File: config.mk
export PLATFORM = sky130hd
export DESIGN_NAME = hazard_ctrl_flat
export DESIGN_NICKNAME = d
export VERILOG_FILES = /design/src/rtl/hazard_ctrl_pkg.sv /design/src/rtl/hazard_ctrl_if.sv /design/src/rtl/hazard_ctrl_stage_reg.sv /design/src/rtl/hazard_ctrl.sv /design/src/flat_wrapper.sv
export SDC_FILE = /design/constraint.sdc
export NUM_CORES = 1
export LEC_CHECK = 0
export ABC_AREA = 0
export CAP_MARGIN = 20
export CORE_UTILIZATION = 50
export DETAILED_ROUTE_END_ITERATION = 10
export DONT_BUFFER_PORTS = 1
export GPL_ROUTABILITY_DRIVEN = 0
export PLACE_DENSITY = 0.64
export REMOVE_ABC_BUFFERS = 1
export SLEW_MARGIN = 10
export SYNTH_ARGS = -nofsm -noshare
export SYNTH_HDL_FRONTEND = slang
export SYNTH_HIERARCHICAL = 1
export SYNTH_SLANG_ARGS = --single-unit
File: constraint.sdc
create_clock -name clk -period 6 [get_ports clk]
set_input_delay 0.9 -clock clk [delete_from_list [all_inputs] [get_ports clk]]
set_output_delay 0.9 -clock clk [all_outputs]
set_load 0.01 [all_outputs]
File: src/rtl/hazard_ctrl_pkg.sv
// Shared constants for the hazard scheduler.
//   - Forwarding-select encodings used on every fwd_* output.
//   - Tnew/Tuse values for each instruction class as produced by the
//     D-stage decoder (cycles counted from the D stage).
package hazard_ctrl_pkg;

  // Forward source selects. RF and PIPE share code 0: "take the normal path".
  localparam logic [1:0] FWD_RF   = 2'd0;
  localparam logic [1:0] FWD_PIPE = 2'd0;
  localparam logic [1:0] FWD_E    = 2'd1;
  localparam logic [1:0] FWD_M    = 2'd2;
  localparam logic [1:0] FWD_W    = 2'd3;

  // Result latency (Tnew) per producer class.
  localparam logic [2:0] TNEW_CAL = 3'd2;
  localparam logic [2:0] TNEW_LW  = 3'd3;
  localparam logic [2:0] TNEW_JAL = 3'd0;

  // Operand need time (Tuse) per consumer class.
  localparam logic [2:0] TUSE_CAL   = 3'd1;
  localparam logic [2:0] TUSE_LW    = 3'd1;
  localparam logic [2:0] TUSE_BEQ   = 3'd0;
  localparam logic [2:0] TUSE_SW_RS = 3'd1;
  localparam logic [2:0] TUSE_SW_RT = 3'd2;

endpackage

File: src/rtl/hazard_ctrl_if.sv
// Bus between the D-stage decoder / datapath muxes and the hazard scheduler.
//   Decoder -> scheduler : A1_D, A2_D, A3_D, Tuse1_D, Tuse2_D, Tnew_D
//   Scheduler -> datapath: stall, fwd_rs_D, fwd_rt_D, fwd_rs_E, fwd_rt_E,
//                          fwd_rt_M, stall_cnt
// master = decoder/datapath side, slave = hazard_ctrl.
interface hazard_ctrl_if #(
  parameter int AW    = 5,
  parameter int TW    = 3,
  parameter int CNT_W = 16
);
  logic [AW-1:0]    A1_D;
  logic [AW-1:0]    A2_D;
  logic [AW-1:0]    A3_D;
  logic [TW-1:0]    Tuse1_D;
  logic [TW-1:0]    Tuse2_D;
  logic [TW-1:0]    Tnew_D;
  logic             stall;
  logic [1:0]       fwd_rs_D;
  logic [1:0]       fwd_rt_D;
  logic [1:0]       fwd_rs_E;
  logic [1:0]       fwd_rt_E;
  logic             fwd_rt_M;
  logic [CNT_W-1:0] stall_cnt;

  modport master (
    output A1_D, A2_D, A3_D, Tuse1_D, Tuse2_D, Tnew_D,
    input  stall, fwd_rs_D, fwd_rt_D, fwd_rs_E, fwd_rt_E, fwd_rt_M, stall_cnt
  );

  modport slave (
    input  A1_D, A2_D, A3_D, Tuse1_D, Tuse2_D, Tnew_D,
    output stall, fwd_rs_D, fwd_rt_D, fwd_rs_E, fwd_rt_E, fwd_rt_M, stall_cnt
  );
endinterface

File: src/rtl/hazard_ctrl_stage_reg.sv
// One pipeline stage of register-usage tracking (used for E, M and W).
// Ports:
//   clk, reset      : clock, synchronous active-high reset
//   i_clear         : load a bubble (all fields 0) instead of the inputs
//   i_dec           : decrement Tnew (clamped at 0) while loading
//   i_a1/i_a2/i_a3  : source/destination addresses from the previous stage
//   i_tnew          : result latency from the previous stage
//   o_a1/o_a2/o_a3/o_tnew : registered stage contents
module hazard_stage_reg #(
  parameter int AW = 5,
  parameter int TW = 3
) (
  input  logic          clk,
  input  logic          reset,
  input  logic          i_clear,
  input  logic          i_dec,
  input  logic [AW-1:0] i_a1,
  input  logic [AW-1:0] i_a2,
  input  logic [AW-1:0] i_a3,
  input  logic [TW-1:0] i_tnew,
  output logic [AW-1:0] o_a1,
  output logic [AW-1:0] o_a2,
  output logic [AW-1:0] o_a3,
  output logic [TW-1:0] o_tnew
);

  // Tnew counts down one per stage and never wraps below zero.
  function automatic logic [TW-1:0] f_sat0_dec(input logic [TW-1:0] t);
    return (t == '0) ? '0 : t - TW'(1);
  endfunction

  logic [AW-1:0] r_a1;
  logic [AW-1:0] r_a2;
  logic [AW-1:0] r_a3;
  logic [TW-1:0] r_tnew;

  always_ff @(posedge clk) begin
    if (reset || i_clear) begin
      r_a1   <= '0;
      r_a2   <= '0;
      r_a3   <= '0;
      r_tnew <= '0;
    end else begin
      r_a1   <= i_a1;
      r_a2   <= i_a2;
      r_a3   <= i_a3;
      r_tnew <= i_dec ? f_sat0_dec(i_tnew) : i_tnew;
    end
  end

  assign o_a1   = r_a1;
  assign o_a2   = r_a2;
  assign o_a3   = r_a3;
  assign o_tnew = r_tnew;

endmodule

File: src/rtl/hazard_ctrl.sv
// Hazard scheduler for the 5-stage F/D/E/M/W core.
// Tracks in-flight destinations and remaining result latency in E/M/W,
// raises stall when a D operand is needed before its producer can supply
// it, and picks forwarding sources for D, E and M operands.
// Ports:
//   clk, reset : clock, synchronous active-high reset
//   bus        : hazard_ctrl_if.slave (D-stage usage info in; stall,
//                forward selects and saturating stall counter out)
module hazard_ctrl
  import hazard_ctrl_pkg::*;
#(
  parameter int AW    = 5,
  parameter int TW    = 3,
  parameter int CNT_W = 16
) (
  input  logic          clk,
  input  logic          reset,
  hazard_ctrl_if.slave  bus
);

  logic [AW-1:0]    w_e_a1, w_e_a2, w_e_a3;
  logic [AW-1:0]    w_m_a1, w_m_a2, w_m_a3;
  logic [AW-1:0]    w_w_a1, w_w_a2, w_w_a3;
  logic [TW-1:0]    w_e_tnew, w_m_tnew, w_w_tnew;
  logic             w_stall;
  logic [1:0]       w_fwd_rs_d, w_fwd_rt_d, w_fwd_rs_e, w_fwd_rt_e;
  logic             w_fwd_rt_m;
  logic [CNT_W-1:0] r_stall_cnt;
  logic             w_unused;

  // A stalled instruction stays in D; E receives a bubble instead.
  hazard_stage_reg #(.AW(AW), .TW(TW)) u_stage_e (
    .clk(clk), .reset(reset), .i_clear(w_stall), .i_dec(1'b1),
    .i_a1(bus.A1_D), .i_a2(bus.A2_D), .i_a3(bus.A3_D), .i_tnew(bus.Tnew_D),
    .o_a1(w_e_a1), .o_a2(w_e_a2), .o_a3(w_e_a3), .o_tnew(w_e_tnew)
  );

  hazard_stage_reg #(.AW(AW), .TW(TW)) u_stage_m (
    .clk(clk), .reset(reset), .i_clear(1'b0), .i_dec(1'b1),
    .i_a1(w_e_a1), .i_a2(w_e_a2), .i_a3(w_e_a3), .i_tnew(w_e_tnew),
    .o_a1(w_m_a1), .o_a2(w_m_a2), .o_a3(w_m_a3), .o_tnew(w_m_tnew)
  );

  hazard_stage_reg #(.AW(AW), .TW(TW)) u_stage_w (
    .clk(clk), .reset(reset), .i_clear(1'b0), .i_dec(1'b1),
    .i_a1(w_m_a1), .i_a2(w_m_a2), .i_a3(w_m_a3), .i_tnew(w_m_tnew),
    .o_a1(w_w_a1), .o_a2(w_w_a2), .o_a3(w_w_a3), .o_tnew(w_w_tnew)
  );

  // $zero is hard-wired, so address 0 never creates a dependency.
  function automatic logic f_match(input logic [AW-1:0] a3, input logic [AW-1:0] a);
    return (a != '0) && (a3 == a);
  endfunction

  function automatic logic f_ready(input logic [AW-1:0] a3, input logic [TW-1:0] t,
                                   input logic [AW-1:0] a);
    return f_match(a3, a) && (t == '0);
  endfunction

  always_comb begin
    // Only E and M can block: W results are always complete.
    w_stall = (f_match(w_e_a3, bus.A1_D) && (w_e_tnew > bus.Tuse1_D)) ||
              (f_match(w_m_a3, bus.A1_D) && (w_m_tnew > bus.Tuse1_D)) ||
              (f_match(w_e_a3, bus.A2_D) && (w_e_tnew > bus.Tuse2_D)) ||
              (f_match(w_m_a3, bus.A2_D) && (w_m_tnew > bus.Tuse2_D));

    // Nearest ready producer wins; non-ready matches are skipped.
    if      (f_ready(w_e_a3, w_e_tnew, bus.A1_D)) w_fwd_rs_d = FWD_E;
    else if (f_ready(w_m_a3, w_m_tnew, bus.A1_D)) w_fwd_rs_d = FWD_M;
    else if (f_ready(w_w_a3, w_w_tnew, bus.A1_D)) w_fwd_rs_d = FWD_W;
    else                                          w_fwd_rs_d = FWD_RF;

    if      (f_ready(w_e_a3, w_e_tnew, bus.A2_D)) w_fwd_rt_d = FWD_E;
    else if (f_ready(w_m_a3, w_m_tnew, bus.A2_D)) w_fwd_rt_d = FWD_M;
    else if (f_ready(w_w_a3, w_w_tnew, bus.A2_D)) w_fwd_rt_d = FWD_W;
    else                                          w_fwd_rt_d = FWD_RF;

    if      (f_ready(w_m_a3, w_m_tnew, w_e_a1)) w_fwd_rs_e = FWD_M;
    else if (f_ready(w_w_a3, w_w_tnew, w_e_a1)) w_fwd_rs_e = FWD_W;
    else                                        w_fwd_rs_e = FWD_PIPE;

    if      (f_ready(w_m_a3, w_m_tnew, w_e_a2)) w_fwd_rt_e = FWD_M;
    else if (f_ready(w_w_a3, w_w_tnew, w_e_a2)) w_fwd_rt_e = FWD_W;
    else                                        w_fwd_rt_e = FWD_PIPE;

    w_fwd_rt_m = f_ready(w_w_a3, w_w_tnew, w_m_a2);
  end

  // Saturating stall-cycle counter; reset wins over a concurrent stall.
  always_ff @(posedge clk) begin
    if (reset) begin
      r_stall_cnt <= '0;
    end else if (w_stall && (r_stall_cnt != '1)) begin
      r_stall_cnt <= r_stall_cnt + CNT_W'(1);
    end
  end

  assign bus.stall     = w_stall;
  assign bus.fwd_rs_D  = w_fwd_rs_d;
  assign bus.fwd_rt_D  = w_fwd_rt_d;
  assign bus.fwd_rs_E  = w_fwd_rs_e;
  assign bus.fwd_rt_E  = w_fwd_rt_e;
  assign bus.fwd_rt_M  = w_fwd_rt_m;
  assign bus.stall_cnt = r_stall_cnt;

  // Source addresses past their last consumer are carried but not read.
  assign w_unused = ^{w_m_a1, w_w_a1, w_w_a2};

endmodule

File: src/flat_wrapper.sv
// flat-port wrapper written by rule: the top's interface ports become plain ports
module hazard_ctrl_flat import hazard_ctrl_pkg::*;
#(
  parameter int AW    = 5,
  parameter int TW    = 3,
  parameter int CNT_W = 16
)
  (clk, reset, bus_A1_D, bus_A2_D, bus_A3_D, bus_Tuse1_D, bus_Tuse2_D, bus_Tnew_D, bus_stall, bus_fwd_rs_D, bus_fwd_rt_D, bus_fwd_rs_E, bus_fwd_rt_E, bus_fwd_rt_M, bus_stall_cnt);
  hazard_ctrl_if #(.AW(AW), .TW(TW), .CNT_W(CNT_W)) bus_i ();
  input  logic clk;
  input  logic reset;
  input wire logic [$bits(bus_i.A1_D)-1:0] bus_A1_D;
  input wire logic [$bits(bus_i.A2_D)-1:0] bus_A2_D;
  input wire logic [$bits(bus_i.A3_D)-1:0] bus_A3_D;
  input wire logic [$bits(bus_i.Tuse1_D)-1:0] bus_Tuse1_D;
  input wire logic [$bits(bus_i.Tuse2_D)-1:0] bus_Tuse2_D;
  input wire logic [$bits(bus_i.Tnew_D)-1:0] bus_Tnew_D;
  output wire logic [$bits(bus_i.stall)-1:0] bus_stall;
  output wire logic [$bits(bus_i.fwd_rs_D)-1:0] bus_fwd_rs_D;
  output wire logic [$bits(bus_i.fwd_rt_D)-1:0] bus_fwd_rt_D;
  output wire logic [$bits(bus_i.fwd_rs_E)-1:0] bus_fwd_rs_E;
  output wire logic [$bits(bus_i.fwd_rt_E)-1:0] bus_fwd_rt_E;
  output wire logic [$bits(bus_i.fwd_rt_M)-1:0] bus_fwd_rt_M;
  output wire logic [$bits(bus_i.stall_cnt)-1:0] bus_stall_cnt;
  assign bus_i.A1_D = bus_A1_D;
  assign bus_i.A2_D = bus_A2_D;
  assign bus_i.A3_D = bus_A3_D;
  assign bus_i.Tuse1_D = bus_Tuse1_D;
  assign bus_i.Tuse2_D = bus_Tuse2_D;
  assign bus_i.Tnew_D = bus_Tnew_D;
  assign bus_stall = bus_i.stall;
  assign bus_fwd_rs_D = bus_i.fwd_rs_D;
  assign bus_fwd_rt_D = bus_i.fwd_rt_D;
  assign bus_fwd_rs_E = bus_i.fwd_rs_E;
  assign bus_fwd_rt_E = bus_i.fwd_rt_E;
  assign bus_fwd_rt_M = bus_i.fwd_rt_M;
  assign bus_stall_cnt = bus_i.stall_cnt;
  hazard_ctrl #(.AW(AW), .TW(TW), .CNT_W(CNT_W)) u_core (.clk(clk), .reset(reset), .bus(bus_i));
endmodule
==> impl_metrics.toml, run 1 <==
[cts]
post-cts-setup-buffers = 0
clkLatencyLatePin_ps = 310
clk_path_buf_depth = 2
root_buffer = "clkbuf_8"
clock_sinks = 55
cts_tree = "done"
cts_buffers = 5
hold_buffers = 0
cts.repair.resized = 0
clk_pin_slew_ps = 110
cts_htree_levels = 2

[die]
fp.dieArea_um2 = 6930
core_um2 = 6350
start_util_pct = 52.0
die_h_um = 83.2
num_rows = 29
die_width_um = 83.2
ioPinCount = 52

[timing]
fin_crit_ps = 3390
setup_violations = 0
grt_setup_unrepaired = "no"
clock_skew_ps = 6.01
relSlewSlack_pct = 43.7
period_share_pct = 56.5
hold_ws_ps = 524
worst_slack_ps = 2610
slew_viol_final = 0
finalHoldViolCount = 0
finalSetupTns_ps = 0
worst_pin_slew_ps = 839
clock.fmax_mhz = 295

[place]
port_buffers = 0
post-place-ws_ps = 2610
hpwl_um = 4980

[global_routing]
antenna_found_initial = 0
grt_pass1_vias = 2186
grt-ovfl-total = 0
grt_max_degree = 31
grtUsageTotal_pct = 19.6
grt_pass1_wl_um = 10800

[setup_path]
endpoint_kind = "primary output"
cpMaxStageDelayCell = "or2b_2"
critPathTopFamily = "simple AND/OR/NAND/NOR gates"
crit_chain = "inv_1 -> ha_1 -> nor2b_1 -> o21ai_0 -> or2b_2 -> a32oi_4 -> and2_4 -> inv_2"
cp.buffers_inverters = 2
reg2reg_from = "u_core/u_stage_e/o_tnew[1]"
crit_fanout = 9
start_kind = "primary input"
r2r_setup_slack_ps = 3480
criticalPathCategory = "in -> out"
arrival_ps = 2490
crit_path_start = "bus_Tuse1_D[1]"
crit_path_max_incr_delay_ps = 330
required_ps = 5100

[cells_and_area]
drive_gt1_share_pct = 8.60
fin_nets = 416
antenna_cells = 0
finalCoreUtilization_pct = 55.3
seqCellArea_um2 = 1100
multi_input_area_um2 = 2110
area_delta_synth_final_pct = 6.33
fillers = 571

[routing]
met1_length_um = 3070
routedWlPerCell_um = 15.0
drt_iter0_drc = 82
drc = 0
viasPerCell = 5.35
via_count = 2402
finalWirelength_um = 6720
top_layer_used = "met4"
wl_met3_um = 389
first_pass_iters = 4
wl_met2_um = 3140
ant_nets = 0

[pwr]
leakage_nw = 1.45
p_total_mw = 0.747
sw_frac_of_total_pct = 26.5
comb_power_share_pct = 12.5
seq_power_share_pct = 52.4
cellPowerDensity_nw_per_um2 = 213
p_int_mw = 0.549
vdd_drop_max_uv = 131
p_switching_mw = 0.198
pwr-share-clk_pct = 35.1

[logic_synthesis]
syn-cell-area_um2 = 3300
synth.avg_cell_area_um2 = 9.19
synth_cells = 359
yosysWarnings = 6

[hold_path]
min_from = "u_core/u_stage_e/o_a3[0]"
holdCritPathClass = "reg -> reg"

[outcome]
status = "completed"

[flow_run]
drv_cap = 0
per-stage QoR:
| stage | instance area (um2) | instances |
|---|---|---|
| final | 3510 | 449 |
| after global routing | 3510 | 449 |
| after CTS | 3510 | 449 |
| after global placement | 3380 | 441 |
| after floorplan | 3290 | 364 |
| after detailed placement | 3380 | 441 |
power groups by stage:
stage	logic, mW	registers (mW)	clock network [mW]
global route	0.105	0.393	0.284
detailed placement	0.0932	0.400	0
floorplan	0.0794	0.396	0
CTS	0.0937	0.392	0.270
global placement	0.0908	0.400	0
finish	0.0933	0.392	0.263
final timing paths:
path,cells after the start,endpoint
setup / recovery,8,bus_stall
hold / removal,1,u_core/u_stage_m/o_a3[0]
setup reg to reg,9,u_core/u_stage_e/o_tnew[1]
hold reg to reg,1,u_core/u_stage_m/o_a3[0]
layout make-up:
type                            count  share of cell area, %
Multi-Input combinational cell    289                   60.2
Tap cell                           77                   2.75
Sequential cell                    55                   31.4
Clock buffer                        5                   1.96
Clock inverter                      3                   1.57
Inverter                           20                   2.14
layout by cell type, fill, tap and decap left out, drive strengths merged, types with 3 or more instances in the layout:
cell type  count
dfxtp         55
xnor2         34
and2          31
nor2          26
xor2          25
inv           20
ha            19
conb          18
nand3         15
a21oi         14
nor3          12
nand4         10
nand2         10
nor2b          9
o21ai          9
or4            8
nor4           8
clkbuf         5
mux2i          4
a32oi          4
mux2           4
and3           3
a211oi         3
a21boi         3
nor3b          3
a22oi          3
sequential cells by signal, summed over array words and instances (netlist names), 5 cells and up:
name / count
u_core/u_stage_e/o_a2: 5
u_core/bus.stall_cnt: 16
u_core/u_stage_e/o_a1: 5
u_core/u_stage_e/o_a3: 5
u_core/u_stage_w/o_a3: 5
u_core/u_stage_m/o_a3: 5
u_core/u_stage_m/o_a2: 5
per-layer routing:
| layer | vias to the layer above | global-route usage, % |
|---|---|---|
| met5 | - | 0 |
| met4 | 0 | 6.74 |
| met3 | 10 | 5.96 |
| met2 | 52 | 32.1 |
| met1 | 1097 | 24.3 |
| li1 | 1243 | - |
Note: power is estimated with default switching activity, not from simulation.
==> inputs of run 2 (changes only) <==
--- a/config.mk
+++ b/config.mk
@@ -5,13 +5,13 @@
 export SDC_FILE = /design/constraint.sdc
 export NUM_CORES = 1
 export LEC_CHECK = 0
-export ABC_AREA = 0
+export ABC_AREA = 1
 export CAP_MARGIN = 20
 export CORE_UTILIZATION = 50
 export DETAILED_ROUTE_END_ITERATION = 10
 export DONT_BUFFER_PORTS = 1
 export GPL_ROUTABILITY_DRIVEN = 0
-export PLACE_DENSITY = 0.64
+export PLACE_DENSITY = 0.67
 export REMOVE_ABC_BUFFERS = 1
 export SLEW_MARGIN = 10
 export SYNTH_ARGS = -nofsm -noshare
==> constraint.sdc (replaced) <==
create_clock -name clk -period 3.1 [get_ports clk]
set_input_delay 0.465 -clock clk [delete_from_list [all_inputs] [get_ports clk]]
set_output_delay 0.465 -clock clk [all_outputs]
set_load 0.01 [all_outputs]
==> run 2 against run 1 <==
Against the previous run: clock skew up 2.0 ps; critical path depth up 1; count of clock-buffer cells in the layout stayed put; routed wire length grew 18%; total power increased by 87%; setup slack got worse by 2100 ps; register-to-register slack lost 2500 ps; first-iteration DRC count increased by 74%; sequential share of layout area decreased by 2.3 points; global-route usage grew 2.6 points; largest power group unchanged.
==> impl_metrics.toml, run 2 <==
[outcome]
status = "completed"

[setup_path]
r2r_setup_slack_ps = 980
reg2reg_from = "u_core/u_stage_m/o_tnew[2]"
crit_fanout = 21
arrival_ps = 2120
start_kind = "flop"
endpoint_kind = "primary output"
criticalPathCategory = "reg -> out"
reg2reg_depth = 11
required_ps = 2630
rr_endpoint = "u_core/u_stage_e/o_tnew[0]"

[cells_and_area]
fin_nets = 603
area_delta_synth_final_pct = 4.97
finalCoreUtilization_pct = 55.1
final_cell_mix = "inv_1 (104), nand2_1 (104), nor2_1 (93)"
antenna_cells = 0
largest_reg_flops = 16
design_area_um2 = 3780
drive_gt1_share_pct = 7.69

[place]
port_buffers = 0
post-place-ws_ps = 732
placed_area_um2 = 3700
hpwl_um = 6150

[timing]
slew_viol_final = 0
grt_setup_unrepaired = "no"
worst_pin_slew_ps = 678
fin_crit_ps = 2580
setup_violations = 0
period_share_pct = 83.2
relSlewSlack_pct = 54.4
clock_skew_ps = 8.01
worst_slack_ps = 519
finalSetupTns_ps = 0
finalHoldViolCount = 0
clock.fmax_mhz = 388

[routing]
via_count = 3154
drt_iter0_drc = 143
first_pass_iters = 4
drc = 0
ant_nets = 0
routedWlPerCell_um = 12.1
viasPerCell = 4.82
finalWirelength_um = 7920

[flow_run]
drv_cap = 0

[die]
ioPinCount = 52
die_width_um = 86.9
start_util_pct = 52.5
die_h_um = 86.9
num_rows = 30
fp.dieArea_um2 = 7550
core_um2 = 6870

[logic_synthesis]
yosysWarnings = 6
synth_cells = 549
syn-cell-area_um2 = 3600
synth.avg_cell_area_um2 = 6.56

[cts]
cts_htree_levels = 2
clock_sinks = 55
cts_tree = "done"
clkLatencyLatePin_ps = 310
post-cts-setup-buffers = 0
clk_pin_slew_ps = 90
cts_buffers = 5
root_buffer = "clkbuf_8"
hold_buffers = 0
cts.repair.resized = 0
clk_path_buf_depth = 2

[hold_path]
min_from = "reset"
min_to = "u_core/bus.stall_cnt[15]"
holdCritPathClass = "in -> reg"
holdPathStages = 1

[global_routing]
grtUsageMet2_pct = 40.4
grt_pass1_vias = 2909
grt_max_degree = 22
antenna_found_initial = 0
top_usage_layer = "met2"
grtUsageMet3_pct = 4.83
grtUsageTotal_pct = 22.1
grt-ovfl-total = 0
use_met1_pct = 25.5
grt_pass1_wl_um = 12900

[pwr]
vdd_drop_max_uv = 152
p_total_mw = 1.39
leakage_nw = 1.86
cellPowerDensity_nw_per_um2 = 369
[run 2: where the power goes]
group	total, mW	internal [mW]	leakage, nW	switching, mW
Sequential	0.768	0.732	0.449	0.0360
Clock	0.396	0.156	0.0477	0.241
Combinational	0.230	0.0931	1.36	0.137
[run 2: worst max path at each step]
stage | end | start | cells past startpoint
4_1_cts | bus_stall | u_core/u_stage_m/o_tnew[2] | 9
2_1_floorplan | u_core/u_stage_e/o_tnew[0] | bus_Tuse2_D[2] | 12
3_3_place_gp | bus_stall | bus_Tuse2_D[2] | 10
3_5_place_dp | bus_stall | bus_Tuse2_D[2] | 10
6_report | bus_stall | u_core/u_stage_m/o_tnew[2] | 9
5_1_grt | bus_stall | u_core/u_stage_m/o_tnew[2] | 9
[run 2: layout make-up]
type	count	area, um2
Multi-Input combinational cell	387	2060
Tap cell	96	120
Timing Repair Buffer	1	7.51
Inverter	108	405
Clock inverter	3	15.0
Clock buffer	5	68.8
Sequential cell	55	1100
Fill cell	710	3090
[run 2: critical path, stage by stage, from the launching register on]
cell and delay (ps):
dfxtp_1 380, ha_1 320, nand2_1 70, or2_2 270, a21oi_1 140, nand3_1 90, nand2_1 140, inv_1 50
nand2_1 90, buf_4 250
[run 2: stage by stage]
step                      cells  hold WS, ps
after global routing        655          197
final                       655          213
after floorplan             550          435
after global placement      647          455
after detailed placement    647          459
after CTS                   655          200
[run 2: routing by layer]
metal  part of all wire, %  wire [um]
met2                    50       3950
met3                   5.6        441
met4                   1.5        119
met5                     0          0
met1                    43       3410
